[src/rtl/axi_master_tg.sv]
// axi_master_tg: self-checking AXI4 traffic generator.
// Writes an address-derived pattern across a 2^A_WIDTH_TEST byte window in
// fixed-length INCR bursts, reads the window back and checks every beat.
// The pattern is inverted on every other pass.
// Optional feature macro: AXI_MASTER_RREADY_THROTTLE_EN. When it is defined,
// rready/bready are forced low one cycle in four to exercise slave backpressure.
module axi_master_tg #(
  parameter int         A_WIDTH_TEST = 12,
  parameter int         A_WIDTH      = 26,
  parameter int         D_WIDTH      = 16,
  parameter int         D_LEVEL      = 1,
  parameter logic [7:0] WBURST_LEN   = 8'd7,
  parameter logic [7:0] RBURST_LEN   = 8'd7
) (
  input  logic               rstn,
  input  logic               clk,
  output logic               awvalid,
  input  logic               awready,
  output logic [A_WIDTH-1:0] awaddr,
  output logic [7:0]         awlen,
  output logic               wvalid,
  input  logic               wready,
  output logic               wlast,
  output logic [D_WIDTH-1:0] wdata,
  input  logic               bvalid,
  output logic               bready,
  output logic               arvalid,
  input  logic               arready,
  output logic [A_WIDTH-1:0] araddr,
  output logic [7:0]         arlen,
  input  logic               rvalid,
  output logic               rready,
  input  logic               rlast,
  input  logic [D_WIDTH-1:0] rdata,
  output logic               error,
  output logic [15:0]        error_cnt
);

  typedef enum logic [2:0] {S_AW, S_W, S_B, S_AR, S_R} state_t;

  // Burst strides in bytes; the cast wraps a window-sized burst to 0 so the
  // sweep then ends after a single burst.
  localparam int                    W_BYTES = (int'(WBURST_LEN) + 1) << D_LEVEL;
  localparam int                    R_BYTES = (int'(RBURST_LEN) + 1) << D_LEVEL;
  localparam logic [A_WIDTH_TEST-1:0] W_STEP = A_WIDTH_TEST'(W_BYTES);
  localparam logic [A_WIDTH_TEST-1:0] R_STEP = A_WIDTH_TEST'(R_BYTES);
  localparam int P_WIDTH = (A_WIDTH_TEST > D_WIDTH) ? A_WIDTH_TEST : D_WIDTH;

  state_t                  r_state;
  logic [A_WIDTH_TEST-1:0] r_waddr;
  logic [A_WIDTH_TEST-1:0] r_raddr;
  logic [7:0]              r_beat;
  logic                    r_pass;      // only the pass parity shapes the pattern
  logic                    r_awvalid;
  logic                    r_wvalid;
  logic                    r_wlast;
  logic [D_WIDTH-1:0]      r_wdata;
  logic                    r_bready;
  logic                    r_arvalid;
  logic                    r_rready;
  logic                    r_error;
  logic [15:0]             r_error_cnt;

  logic                    w_bready;
  logic                    w_rready;
  logic [7:0]              w_wbeat_next;
  logic [A_WIDTH_TEST-1:0] w_wnext_addr;
  logic [A_WIDTH_TEST-1:0] w_rbeat_addr;
  logic [A_WIDTH_TEST-1:0] w_waddr_nxt;
  logic [A_WIDTH_TEST-1:0] w_raddr_nxt;
  logic [D_WIDTH-1:0]      w_rexp;
  logic                    w_rfail;

  // Pattern: beat address zero-extended or truncated to D_WIDTH, inverted on odd passes.
  function automatic logic [D_WIDTH-1:0] pattern(input logic [A_WIDTH_TEST-1:0] a,
                                                 input logic inv);
    logic [P_WIDTH-1:0] ext;
    ext = P_WIDTH'(a);
    return ext[D_WIDTH-1:0] ^ {D_WIDTH{inv}};
  endfunction

  assign w_wbeat_next = r_beat + 8'd1;
  assign w_wnext_addr = r_waddr + (A_WIDTH_TEST'(w_wbeat_next) << D_LEVEL);
  assign w_rbeat_addr = r_raddr + (A_WIDTH_TEST'(r_beat) << D_LEVEL);
  assign w_waddr_nxt  = r_waddr + W_STEP;
  assign w_raddr_nxt  = r_raddr + R_STEP;
  assign w_rexp       = pattern(w_rbeat_addr, r_pass);
  // A beat fails on a data mismatch or on rlast landing on the wrong beat.
  assign w_rfail      = (rdata != w_rexp) || (rlast != (r_beat == RBURST_LEN));

`ifdef AXI_MASTER_RREADY_THROTTLE_EN
  logic [1:0] r_thr;

  // Free-running phase counter that masks the response readies once every four cycles.
  always_ff @(posedge clk) begin
    if (!rstn) r_thr <= 2'd0;
    else       r_thr <= r_thr + 2'd1;
  end

  assign w_bready = r_bready & (r_thr != 2'd3);
  assign w_rready = r_rready & (r_thr != 2'd3);
`else
  assign w_bready = r_bready;
  assign w_rready = r_rready;
`endif

  // Single FSM: sequences the write and read sweeps and checks the read beats.
  always_ff @(posedge clk) begin
    // NOTE: every register here uses <= so all of them update from the same
    // pre-edge values; a blocking assignment would leak new values into later lines.
    if (!rstn) begin
      r_state     <= S_AW;
      r_waddr     <= '0;
      r_raddr     <= '0;
      r_beat      <= 8'd0;
      r_pass      <= 1'b0;
      r_awvalid   <= 1'b0;
      r_wvalid    <= 1'b0;
      r_wlast     <= 1'b0;
      r_wdata     <= '0;
      r_bready    <= 1'b0;
      r_arvalid   <= 1'b0;
      r_rready    <= 1'b0;
      r_error     <= 1'b0;
      r_error_cnt <= 16'd0;
    end else begin
      r_error <= 1'b0;
      case (r_state)
        S_AW: begin
          if (!r_awvalid) begin
            r_awvalid <= 1'b1;                 // first burst after reset
          end else if (awready) begin
            r_awvalid <= 1'b0;
            r_wvalid  <= 1'b1;
            r_wdata   <= pattern(r_waddr, r_pass);
            r_wlast   <= (WBURST_LEN == 8'd0);
            r_beat    <= 8'd0;
            r_state   <= S_W;
          end
        end
        S_W: begin
          if (r_wvalid && wready) begin
            if (r_wlast) begin
              r_wvalid <= 1'b0;
              r_wlast  <= 1'b0;
              r_bready <= 1'b1;
              r_state  <= S_B;
            end else begin
              r_beat  <= w_wbeat_next;
              r_wdata <= pattern(w_wnext_addr, r_pass);
              r_wlast <= (w_wbeat_next == WBURST_LEN);
            end
          end
        end
        S_B: begin
          if (bvalid && w_bready) begin
            r_bready <= 1'b0;
            r_waddr  <= w_waddr_nxt;
            if (w_waddr_nxt == '0) begin
              r_arvalid <= 1'b1;
              r_state   <= S_AR;
            end else begin
              r_awvalid <= 1'b1;
              r_state   <= S_AW;
            end
          end
        end
        S_AR: begin
          if (r_arvalid && arready) begin
            r_arvalid <= 1'b0;
            r_rready  <= 1'b1;
            r_beat    <= 8'd0;
            r_state   <= S_R;
          end
        end
        S_R: begin
          if (rvalid && w_rready) begin
            if (w_rfail) begin
              r_error <= 1'b1;
              if (r_error_cnt != 16'hFFFF) r_error_cnt <= r_error_cnt + 16'd1;
            end
            if (rlast) begin
              r_rready <= 1'b0;
              r_raddr  <= w_raddr_nxt;
              if (w_raddr_nxt == '0) begin
                r_pass    <= ~r_pass;
                r_awvalid <= 1'b1;
                r_state   <= S_AW;
              end else begin
                r_arvalid <= 1'b1;
                r_state   <= S_AR;
              end
            end else begin
              r_beat <= r_beat + 8'd1;
            end
          end
        end
        default: r_state <= S_AW;
      endcase
    end
  end

  assign awvalid   = r_awvalid;
  assign awaddr    = A_WIDTH'(r_waddr);
  assign awlen     = WBURST_LEN;
  assign wvalid    = r_wvalid;
  assign wlast     = r_wlast;
  assign wdata     = r_wdata;
  assign bready    = w_bready;
  assign arvalid   = r_arvalid;
  assign araddr    = A_WIDTH'(r_raddr);
  assign arlen     = RBURST_LEN;
  assign rready    = w_rready;
  assign error     = r_error;
  assign error_cnt = r_error_cnt;

endmodule

[config.mk]
export PLATFORM = sky130hd
export DESIGN_NAME = axi_master_tg
export DESIGN_NICKNAME = d
export VERILOG_FILES = /design/src/rtl/axi_master_tg.sv
export SDC_FILE = /design/constraint.sdc
export NUM_CORES = 1
export LEC_CHECK = 0
export BUFFER_PORTS_ARGS = -buffer_cell sky130_fd_sc_hd__buf_4
export CORE_UTILIZATION = 50
export CTS_BUF_LIST = sky130_fd_sc_hd__clkbuf_4
export DETAILED_ROUTE_END_ITERATION = 7
export PLACE_DENSITY = 0.78
export SLEW_MARGIN = 20
export SYNTH_ARGS = -nofsm -noshare
export SYNTH_HDL_FRONTEND = slang
export SYNTH_SLANG_ARGS = --single-unit
[constraint.sdc]
create_clock -name clk -period 6.6 [get_ports clk]
set_input_delay 1.32 -clock clk [delete_from_list [all_inputs] [get_ports clk]]
set_output_delay 1.32 -clock clk [all_outputs]
set_load 0.01 [all_outputs]
==> summary.txt, run 1 <==
Timing
  – Final Skew: 0.0183 ns
  – Tmin final: 3.91 ns
  – Slew HR: 0.315
  – FMAX: 256 MHz
  – Hold Fails Final Rpt: 0
  – Final setup viols: 0
  – Tcrit/Tclk final: 0.592
  – RSZ-0062 raised after global routing: false
  – Setup tns final: 0 ns
  – Tightest Pin Transition: 1.03 ns
  – Number of max-slew violations in the final report: 0

Worst setup path
  – Reg2reg path depth: 10
  – Critical path depth in cells: 10
  – Startpoint types: flop
  – CP max stage delay: 0.88 ns
  – Critical path arrival: 4.18 ns
  – Critical path class: reg2reg
  – Crit. End Element: flop
  – Critical Path RT: 6.87 ns
  – CP top delay family: compound AO/OA/AOI/OAI gates
  – Slowest-stage cell, CP: o41ai_4
  – Crit path cell chain: ha_1, inv_1, fa_1, xnor3_1, or4_1, nor3_1, o2111ai_2, o41ai_4, or3b_2, a21oi_2
  – WP buf/inv: 1
  – R2r setup slk: 2.69 ns
  – Critical path fanouts, max: 23

Logic synthesis
  – Post-synth EDFFs: 0
  – Async set-reset flop share out of synthesis: 0
  – Synthesized area: 4470 um2
  – Yosys reg bits: 63
  – Register area share after synthesis: 0.282
  – Synth warn: 0
  – Mean Syn Cell Area: 8.14 um2
  – Post-synth cell types: 58
  – Top FF cell, synth: dfxtp_1
  – Cells after synthesis: 549

CTS
  – Num CTS Buffers: 9
  – H-tree lvl count: 3
  – Worst-path clk slew: 0.12 ns
  – CTS sink cnt: 63
  – Post_cts resized: 0
  – Worst-case clock buffer depth: 2
  – Post-CTS Setup Inserts: 0
  – Clock Latency Late Sink: 0.43 ns
  – Hold Buf Count CTS: 0
  – Clock root cell: clkbuf_4
  – TritonCTS clock tree: done

Route
  – Detailed Routing Iterations Pass 1: 7
  – DRC: 0
  – WL final: 10200 um
  – DR vias/cell: 5.57
  – Antenna viol nets, final: 0
  – Drt first-iter violations: 278
  – Vias: 4024
  – Drt wl/cell: 14.0 um

Hold path
  – Hold depth: 2
  – Hold WC Path Type: reg2reg

Floorplan
  – Die Y: 96.5 um
  – Core area: 8680 um2
  – Starting density of the core: 0.515
  – Rows: 34
  – IO Count: 131
  – Die Width: 96.5 um
  – DIE AREA: 9320 um2

GRT
  – Global-route wire length before repair: 16700 um
  – Largest net degree at the start of global routing: 56
  – Overflow after GRT: 0
  – Vias in the first global route: 3642
  – Tot GR Track Use: 0.230
  – Initial antenna violation count: 0

Final layout
  – Area growth, synth to finish: 12.2%
  – Fillers: 800
  – Nets@finish: 652
  – Finished Layout Cells: 723
  – Share of layout cells above drive strength 1: 0.185
  – Ant. Diodes: 0

Run
  – Max Cap Viol: 0

Placed design
  – GP Congestion: 0.864
  – Post-DP HPWL: 7290 um
  – Port buffer count: 78
  – Placed insts: 707

Power
  – Lkg Pwr: 0.00206 uW
  – Pwr per Cell Area: 190 nW/um2
  – IR drop worst, VDD: 0.120 mV
  – Power Total: 953 uW

Status
  – Status: finished, final reports clean
==> through the flow <==
stage / area, um2 / hold slack, ns / utilization / worst slack (ns)
final: 5010 / 0.490 / 0.578 / 2.69
after global routing: 5010 / 0.509 / 0.578 / 2.39
after CTS: 5010 / 0.487 / 0.578 / 2.67
after floorplan: 4660 / 0.483 / - / 3.26
after global placement: 4850 / 0.460 / 0.559 / 2.66
after detailed placement: 4850 / 0.467 / 0.559 / 2.51
==> cell usage after synthesis (11+ instances only) <==
master	number	area, um2
ha_1	16	200
and3_1	11	68.8
inv_1	15	56.3
o21ai_0	17	85.1
nor2_1	49	184
nor3_1	12	60.1
nand2_1	34	128
dfxtp_1	63	1260
nand3_1	21	105
clkbuf_1	20	75.1
xor2_1	18	158
or3_1	17	106
xnor2_1	34	298
a21oi_1	31	155
buf_4	56	420
==> report_power, final <==
part / switching (uW) / internal, uW
Combinational: 142 / 81.8
Sequential: 22.4 / 400
Clock: 150 / 156
Total: 315 / 638
==> worst paths after layout <==
kind,startpoint,to
setup / recovery,r_raddr[4],error_cnt[1]
hold / removal,wdata[9],wdata[9]
hold reg to reg,wdata[9],wdata[9]
setup reg to reg,r_raddr[4],error_cnt[1]
==> placed cells by master, fill, tap and decap left out, types with 10 or more instances in the layout <==
| cell type | n |
|---|---|
| buf_4 | 80 |
| dfxtp_1 | 63 |
| conb_1 | 52 |
| nor2_1 | 49 |
| xnor2_1 | 34 |
| nand2_1 | 34 |
| a21oi_1 | 31 |
| nand3_1 | 21 |
| xor2_1 | 18 |
| or3_1 | 17 |
| o21ai_0 | 17 |
| ha_1 | 16 |
| inv_1 | 15 |
| nor3_1 | 12 |
| and3_1 | 11 |
| nand4_1 | 10 |
| mux2i_1 | 10 |
| o21ai_1 | 10 |
| clkbuf_4 | 10 |
==> flip-flops by register name (all words and copies together) (netlist names) <==
signal / count
r_beat: 8
wdata: 12
awvalid: 1
wlast: 1
r_waddr: 8
r_pass: 1
error: 1
wvalid: 1
bready: 1
rready: 1
r_raddr: 8
r_state: 3
arvalid: 1
error_cnt: 16
==> tightest hold or removal path, delay by kind of cell (launching register included) <==
family | cells | cell delay [ns]
flops | 1 | 0.33
compound gates | 1 | 0.07
simple gates | 1 | 0.05
==> cells by family (layout without fill, tap and decap cells) <==
| family | after synthesis | count (layout) | share of synthesized area |
|---|---|---|---|
| adder cells (fa/ha/maj) | 18 | 18 | 0.0538 |
| AO/OA/AOI/OAI | 115 | 115 | 0.180 |
| buffers and inverters | 97 | 113 | 0.134 |
| multiplexers | 10 | 10 | 0.0224 |
| flip-flops | 63 | 63 | 0.282 |
| XOR/XNOR | 53 | 53 | 0.107 |
| AND/OR/NAND/NOR | 191 | 191 | 0.219 |
| other | 2 | 52 | 0.00168 |
==> cell type report <==
| type | count | area (um2) | area share |
|---|---|---|---|
| multi-input combinational | 439 | 2790 | 0.557 |
| sequential | 63 | 1260 | 0.251 |
| timing repair buffer | 80 | 601 | 0.120 |
| tap | 108 | 135 | 0.0269 |
| clock inverter | 6 | 85.1 | 0.0170 |
| clock buffer | 10 | 75.1 | 0.0150 |
| inverter | 17 | 63.8 | 0.0127 |
==> routing by layer <==
| layer | global-route usage | wire length (um) |
|---|---|---|
| met1 | 0.295 | 4300 |
| met2 | 0.370 | 4900 |
| met3 | 0.0548 | 760 |
| met4 | 0.0956 | 190 |
| met5 | 0 | 0 |
No activity file was read; power rests on OpenSTA's default activity.
==> run 2, diff against run 1 <==
--- a/config.mk
+++ b/config.mk
@@ -6,10 +6,10 @@
 export NUM_CORES = 1
 export LEC_CHECK = 0
 export BUFFER_PORTS_ARGS = -buffer_cell sky130_fd_sc_hd__buf_4
-export CORE_UTILIZATION = 50
+export CORE_UTILIZATION = 49
 export CTS_BUF_LIST = sky130_fd_sc_hd__clkbuf_4
 export DETAILED_ROUTE_END_ITERATION = 7
-export PLACE_DENSITY = 0.78
+export PLACE_DENSITY = 0.79
 export SLEW_MARGIN = 20
 export SYNTH_ARGS = -nofsm -noshare
 export SYNTH_HDL_FRONTEND = slang
==> constraint.sdc (replaced) <==
create_clock -name clk -period 3.17 [get_ports clk]
set_input_delay 0.634 -clock clk [delete_from_list [all_inputs] [get_ports clk]]
set_output_delay 0.634 -clock clk [all_outputs]
set_load 0.01 [all_outputs]
==> run 2 against run 1 <==
Net effect:
- non-clock buffer count is 15 higher
- combinational power rose by 110%
- global-route usage shrank 1.4 points
- via count is 0.60% higher
- clock-buffer cell count decreased by 1
- critical endpoint is now error_cnt[5]
- largest cell class unchanged
- highest routed layer unchanged
==> summary.txt, run 2 (synthesis gave the netlist of run 1 again) <==
Status
  – Status: finished, final reports clean

Placed design
  – Area after DPL: 4940 um2 (+1.7%)
  – Post-DP HPWL: 7540 um (+3.5%)
  – GP Congestion: 0.845 (-2.2%)
  – Placed insts: 718 (+1.6%)
  – Port buffer count: 78 (unchanged)

GRT
  – Largest net degree at the start of global routing: 41 (-27%)
  – Tot GR Track Use: 0.217 (-0.0137)
  – Initial antenna violation count: 0 (unchanged)
  – Overflow after GRT: 0 (unchanged)
  – Vias in the first global route: 3646 (+0.11%)
  – Global-route wire length before repair: 17000 um (+1.5%)

Route
  – DR vias/cell: 5.49 (-1.3%)
  – Antenna viol nets, final: 0 (unchanged)
  – Detailed Routing Iterations Pass 1: 4 (-3)
  – Drt wl/cell: 14.1 um (+0.70%)
  – WL final: 10400 um (+2.6%)
  – DRC: 0 (unchanged)
  – Met3 WL: 640 um (-16%)
  – Top sig layer: met4
  – Wire length on met1: 4590 um (+6.9%)
  – Drt first-iter violations: 245 (-12%)
  – WL met2: 4980 um (+1.5%)
  – Vias: 4048 (+0.60%)

Timing
  – RSZ-0062 raised after global routing: true
  – Final setup viols: 0 (unchanged)
  – Number of max-slew violations in the final report: 0 (unchanged)
  – FMAX: 325 MHz (+27%)
  – Tcrit/Tclk final: 0.970 (+0.378)
  – Final Skew: 0.0188 ns (+0.000566 ns)
  – Hold Fails Final Rpt: 0 (unchanged)
  – Slew HR: 0.457 (+0.142)
  – Tmin final: 3.08 ns (-0.832 ns)
  – Tightest Pin Transition: 0.813 ns (-0.213 ns)

Hold path
  – Hold WC Path Type: reg2reg
  – Hold path endpoint: wdata[9]
  – Hold Startpoint: wdata[9]
  – Hold depth: 2 (unchanged)

Final layout
  – Commonest non-fill, non-tap cell in the layout: buf_4
  – Most frequent cells in the layout: buf_4 (91), dfxtp_1 (60), conb_1 (52)
  – Share of layout cells above drive strength 1: 0.218 (+0.0324)
  – Finished Layout Cells: 737 (+1.9%)
  – Max reg flops: 16 (unchanged)
  – Fillers: 800 (unchanged)
  – Nets@finish: 667 (+2.3%)
  – Area growth, synth to finish: 14.9%
  – Post-layout instance area: 5130 um2 (+2.4%)
  – Ant. Diodes: 0 (unchanged)

Worst setup path
  – CP max stage delay: 0.58 ns (-0.30 ns)
  – Critical path fanouts, max: 7 (-70%)
  – Slowest-stage cell, CP: fa_2
  – Critical Path RT: 3.50 ns (-3.37 ns)
  – Startpoint types: flop
  – Crit path cell chain: ha_2, inv_1, fa_2, xor2_2, or3_4, a2111oi_4, o2111ai_2, o41ai_4, buf_4, buf_6, o31ai_2, a21oi_2
  – Reg2reg path depth: 12 (+2)
  – Critical path class: reg2reg
  – Critical path arrival: 3.41 ns (-0.77 ns)
  – R2r startpoint: r_raddr[4]
  – Crit. End Element: flop
  – R2r setup slk: 0.09 ns (-2.60 ns)
  – R2R Path End: error_cnt[5]

Power
  – Pwr per Cell Area: 350 nW/um2 (+84%)
  – IR drop worst, VDD: 0.254 mV (+110%)
  – Lkg Pwr: 0.00212 uW (+3.2%)

CTS
  – TritonCTS clock tree: done
  – Worst-path clk slew: 0.11 ns (about the same)
  – Worst-case clock buffer depth: 2 (unchanged)
  – Clock root cell: clkbuf_4
  – Clock Latency Late Sink: 0.40 ns (-0.03 ns)
  – CTS sink cnt: 63 (unchanged)
  – Num CTS Buffers: 9 (unchanged)
  – H-tree lvl count: 3 (unchanged)

Floorplan
  – Starting density of the core: 0.510 (-0.00500)
  – Rows: 34 (unchanged)
  – Die Width: 97.5 um (+0.99%)
  – Core area: 8760 um2 (+0.98%)
  – DIE AREA: 9500 um2 (+2.0%)
  – IO Count: 131 (unchanged)
  – Die Y: 97.5 um (+0.99%)

Run
  – Max Cap Viol: 0 (unchanged)
[run 2: power breakdown]
| part | internal, uW | leakage (uW) | switching, uW |
|---|---|---|---|
| Clock | 146 | 0.0000541 | 291 |
| Sequential | 832 | 0.000510 | 49.9 |
| Combinational | 179 | 0.00156 | 299 |
| Total | 1160 | 0.00212 | 640 |
[run 2: per-stage QoR]
stage,setup slack [ns],setup TNS [ns],hold WS (ns),total power [uW],util
floorplan,0.0842,0,0.483,1270,-
global placement,0.154,0,0.461,1360,0.564
global route,-0.0158,-0.0302,0.526,1900,0.586
detailed placement,0.0500,0,0.473,1370,0.564
CTS,0.0100,0,0.486,1810,0.575
finish,0.0941,0,0.487,1800,0.586
[run 2: area by class of cell]
class / count / area [um2] / area share
timing repair buffer: 95 / 722 / 0.141
tap: 108 / 135 / 0.0263
sequential: 63 / 1260 / 0.246
clock buffer: 9 / 67.6 / 0.0132
inverter: 17 / 63.8 / 0.0124
clock inverter: 6 / 28.8 / 0.00560
multi-input combinational: 439 / 2850 / 0.556
[run 2: worst max path at each step]
stage                          start      endpoint  slack, ns  depth (start not counted)
after floorplan           r_raddr[5]  error_cnt[5]       0.08                         11
after global routing      r_raddr[4]  error_cnt[0]      -0.02                         12
after detailed placement   r_beat[3]  error_cnt[5]       0.05                         11
final                     r_raddr[4]  error_cnt[5]       0.09                         12
after global placement     r_beat[3]  error_cnt[5]       0.15                         11
after CTS                 r_raddr[4]  error_cnt[5]       0.01                         11
[run 2: what timing repair did]
item | 4_1_cts | 5_1_grt
setup buffers | 0 | 2
setup endpoints to repair | 0 | 13
hold buffers | 0 | 0
resized for setup | 0 | 18
[run 2: layer usage]
metal,up-vias,global-route usage
li1,1985,-
met2,162,0.360
met1,1883,0.271
met4,0,0.0860
met3,18,0.0482
met5,-,0
[run 2: worst max-delay path: cells and delay by family (launching register included)]
family | cells | cell delay [ns]
adders and majority gates | 2 | 0.75
AOI/OAI and AO/OA | 5 | 1.12
buffers and inverters | 3 | 0.38
and+or+nand+nor | 1 | 0.34
xor gates and xnor gates | 1 | 0.08
DFF | 1 | 0.35
==> run 3, diff against run 2 <==
--- a/config.mk
+++ b/config.mk
@@ -9,7 +9,7 @@
 export CORE_UTILIZATION = 49
 export CTS_BUF_LIST = sky130_fd_sc_hd__clkbuf_4
 export DETAILED_ROUTE_END_ITERATION = 7
-export PLACE_DENSITY = 0.79
+export PLACE_DENSITY = 0.75
 export SLEW_MARGIN = 20
 export SYNTH_ARGS = -nofsm -noshare
 export SYNTH_HDL_FRONTEND = slang
==> run 3 against run 2 <==
Net effect:
- global-route usage fell by 0.14 points
- clock power grew 26%
- sequential cell count stayed put
- via count shrank 1.0%
- routed wire length down 1.1%
- hold slack lost 0.0040 ns
- clock skew grew 0.0021 ns
- non-clock buffer count grew 3
- sequential share of layout area shrank 0.41 points
- largest cell class unchanged
- largest power group unchanged
==> summary.txt, run 3 (synthesis gave the netlist of run 1 again) <==
Status
  – Status: finished, final reports clean

CTS
  – CTS sink cnt: 63 (unchanged)
  – TritonCTS clock tree: done
  – Clock root cell: clkbuf_4
  – Worst-path clk slew: 0.11 ns (about the same)
  – H-tree lvl count: 3 (unchanged)
  – Clock Latency Late Sink: 0.40 ns (about the same)
  – Worst-case clock buffer depth: 2 (unchanged)
  – Num CTS Buffers: 9 (unchanged)

Timing
  – Final setup viols: 0 (unchanged)
  – Tmin final: 3.09 ns (+0.0114 ns)
  – RSZ-0062 raised after global routing: true
  – Final setup margin: 0.0827 ns (-0.0114 ns)
  – Hold Slack: 0.483 ns (-0.00396 ns)
  – Setup tns final: 0 ns (unchanged)
  – FMAX: 324 MHz (-0.37%)
  – Tightest Pin Transition: 0.737 ns (-0.0759 ns)
  – Number of max-slew violations in the final report: 0 (unchanged)
  – Final Skew: 0.0209 ns (+0.00210 ns)
  – Tcrit/Tclk final: 0.974 (+0.00359)
  – Hold Fails Final Rpt: 0 (unchanged)
  – Slew HR: 0.508 (+0.0507)

Worst setup path
  – Critical Path RT: 3.48 ns (-0.02 ns)
  – Crit. Startpoint: r_beat[3]
  – R2r setup slk: 0.08 ns (about the same)
  – Reg2reg path depth: 11 (-1)
  – CP Capture Point: error_cnt[12]
  – Crit. End Element: flop
  – Critical path arrival: 3.39 ns (-0.02 ns)
  – R2R Path End: error_cnt[12]
  – Startpoint types: flop
  – R2r startpoint: r_beat[3]
  – Critical path class: reg2reg
  – Critical path fanouts, max: 5 (-2)

Placed design
  – GP Congestion: 0.891 (+5.4%)
  – Placed insts: 722 (+0.56%)
  – Post-DP HPWL: 7600 um (+0.79%)
  – Place WS: 0.0125 ns (-0.0375 ns)
  – Port buffer count: 78 (unchanged)

GRT
  – Overflow after GRT: 0 (unchanged)
  – Global-route wire length before repair: 17000 um (+0.12%)
  – Initial antenna violation count: 0 (unchanged)
  – Tot GR Track Use: 0.215 (-0.00138)
  – Largest net degree at the start of global routing: 33 (-20%)
  – Vias in the first global route: 3728 (+2.2%)

Power
  – IR drop worst, VDD: 0.262 mV (+3.1%)
  – Lkg Pwr: 0.00215 uW (+1.2%)
  – Pwr per Cell Area: 366 nW/um2 (+4.6%)
  – Power Total: 1910 uW (+6.3%)

Final layout
  – Area of the multi-input gates: 2880 um2 (+0.83%)
  – Finished Layout Cells: 741 (+0.54%)
  – Commonest non-fill, non-tap cell in the layout: buf_4
  – Most frequent cells in the layout: buf_4 (95), dfxtp_1 (61), conb_1 (52)
  – Share of layout cells above drive strength 1: 0.224 (+0.00652)
  – Fillers: 785 (-1.9%)
  – Register Area: 1260 um2 (about the same)
  – Max reg flops: 16 (unchanged)
  – Area growth, synth to finish: 16.7%
  – Ant. Diodes: 0 (unchanged)
  – Nets@finish: 670 (+0.45%)

Route
  – Antenna viol nets, final: 0 (unchanged)
  – DR vias/cell: 5.41 (-1.6%)
  – Vias: 4006 (-1.0%)
  – Detailed Routing Iterations Pass 1: 5 (+1)
  – WL final: 10300 um (-1.1%)
  – DRC: 0 (unchanged)
  – Drt wl/cell: 13.9 um (-1.7%)
  – Drt first-iter violations: 209 (-15%)

Hold path
  – Hold WC Path Type: reg2reg
  – Hold depth: 2 (unchanged)

Floorplan
  – DIE AREA: 9500 um2 (unchanged)
  – Die Y: 97.5 um (unchanged)
  – Rows: 34 (unchanged)
  – Starting density of the core: 0.510 (unchanged)
  – IO Count: 131 (unchanged)
  – Core area: 8760 um2 (unchanged)
  – Die Width: 97.5 um (unchanged)

Run
  – Max Cap Viol: 0 (unchanged)
-- run 3: cell types whose count changed in the layout (fill, tap and decap cells not counted), sizes merged --
cell,previous run,this run
clkinv,5,4
bufinv,0,1
buf,95,98
clkbuf,9,10
-- run 3: per-layer routing --
metal	up-vias	share of wire	track usage
li1	1987	-	-
met1	1877	0.44	0.268
met2	127	0.49	0.371
met3	15	0.050	0.0388
met4	0	0.015	0.0747
met5	-	0	0
-- run 3: worst min-delay path by stage --
stage                 to      start  slack, ns
6_report        wdata[9]   wdata[9]       0.48
5_1_grt         wdata[9]   wdata[9]       0.52
4_1_cts         wdata[9]   wdata[9]       0.49
3_5_place_dp    wdata[9]   wdata[9]       0.47
3_3_place_gp    wdata[9]   wdata[9]       0.46
2_1_floorplan  r_beat[5]  r_beat[5]       0.48
-- run 3: worst max-delay path, stage by stage (launching register included) --
cell	delay, ns
dfxtp_2	0.38
ha_4	0.14
inv_2	0.03
fa_1	0.51
xor2_2	0.17
or3_4	0.34
a2111oi_4	0.36
o2111ai_4	0.21
o41ai_4	0.41
buf_4	0.22
nor4_4	0.04
o21a_1	0.18
-- run 3: final cells by class --
type                            count  area share
Inverter                           17      0.0122
Timing Repair Buffer               98       0.142
Tap cell                          108      0.0259
Sequential cell                    63       0.242
Clock inverter                      6      0.0118
Clock buffer                       10      0.0144
Multi-Input combinational cell    439       0.551
-- run 3: through the flow --
step                       util  cell area, um2
after global placement    0.567            4970
final                     0.595            5220
after detailed placement  0.567            4970
after CTS                 0.583            5100
after floorplan               -            4660
after global routing      0.595            5220
-- run 3: where the power goes --
| group | switching, uW | internal (uW) | total (uW) |
|---|---|---|---|
| Clock | 303 | 247 | 549 |
| Sequential | 47.7 | 832 | 880 |
| Combinational | 300 | 181 | 481 |
-- run 3: what timing repair did --
item / CTS / global route
buffers inserted: 0 / 2
resized for setup: 0 / 17
hold buffers: 0 / 0
cloned: 0 / 1
pin swaps: 1 / 11
endpoints found under the setup margin: 4 / 17
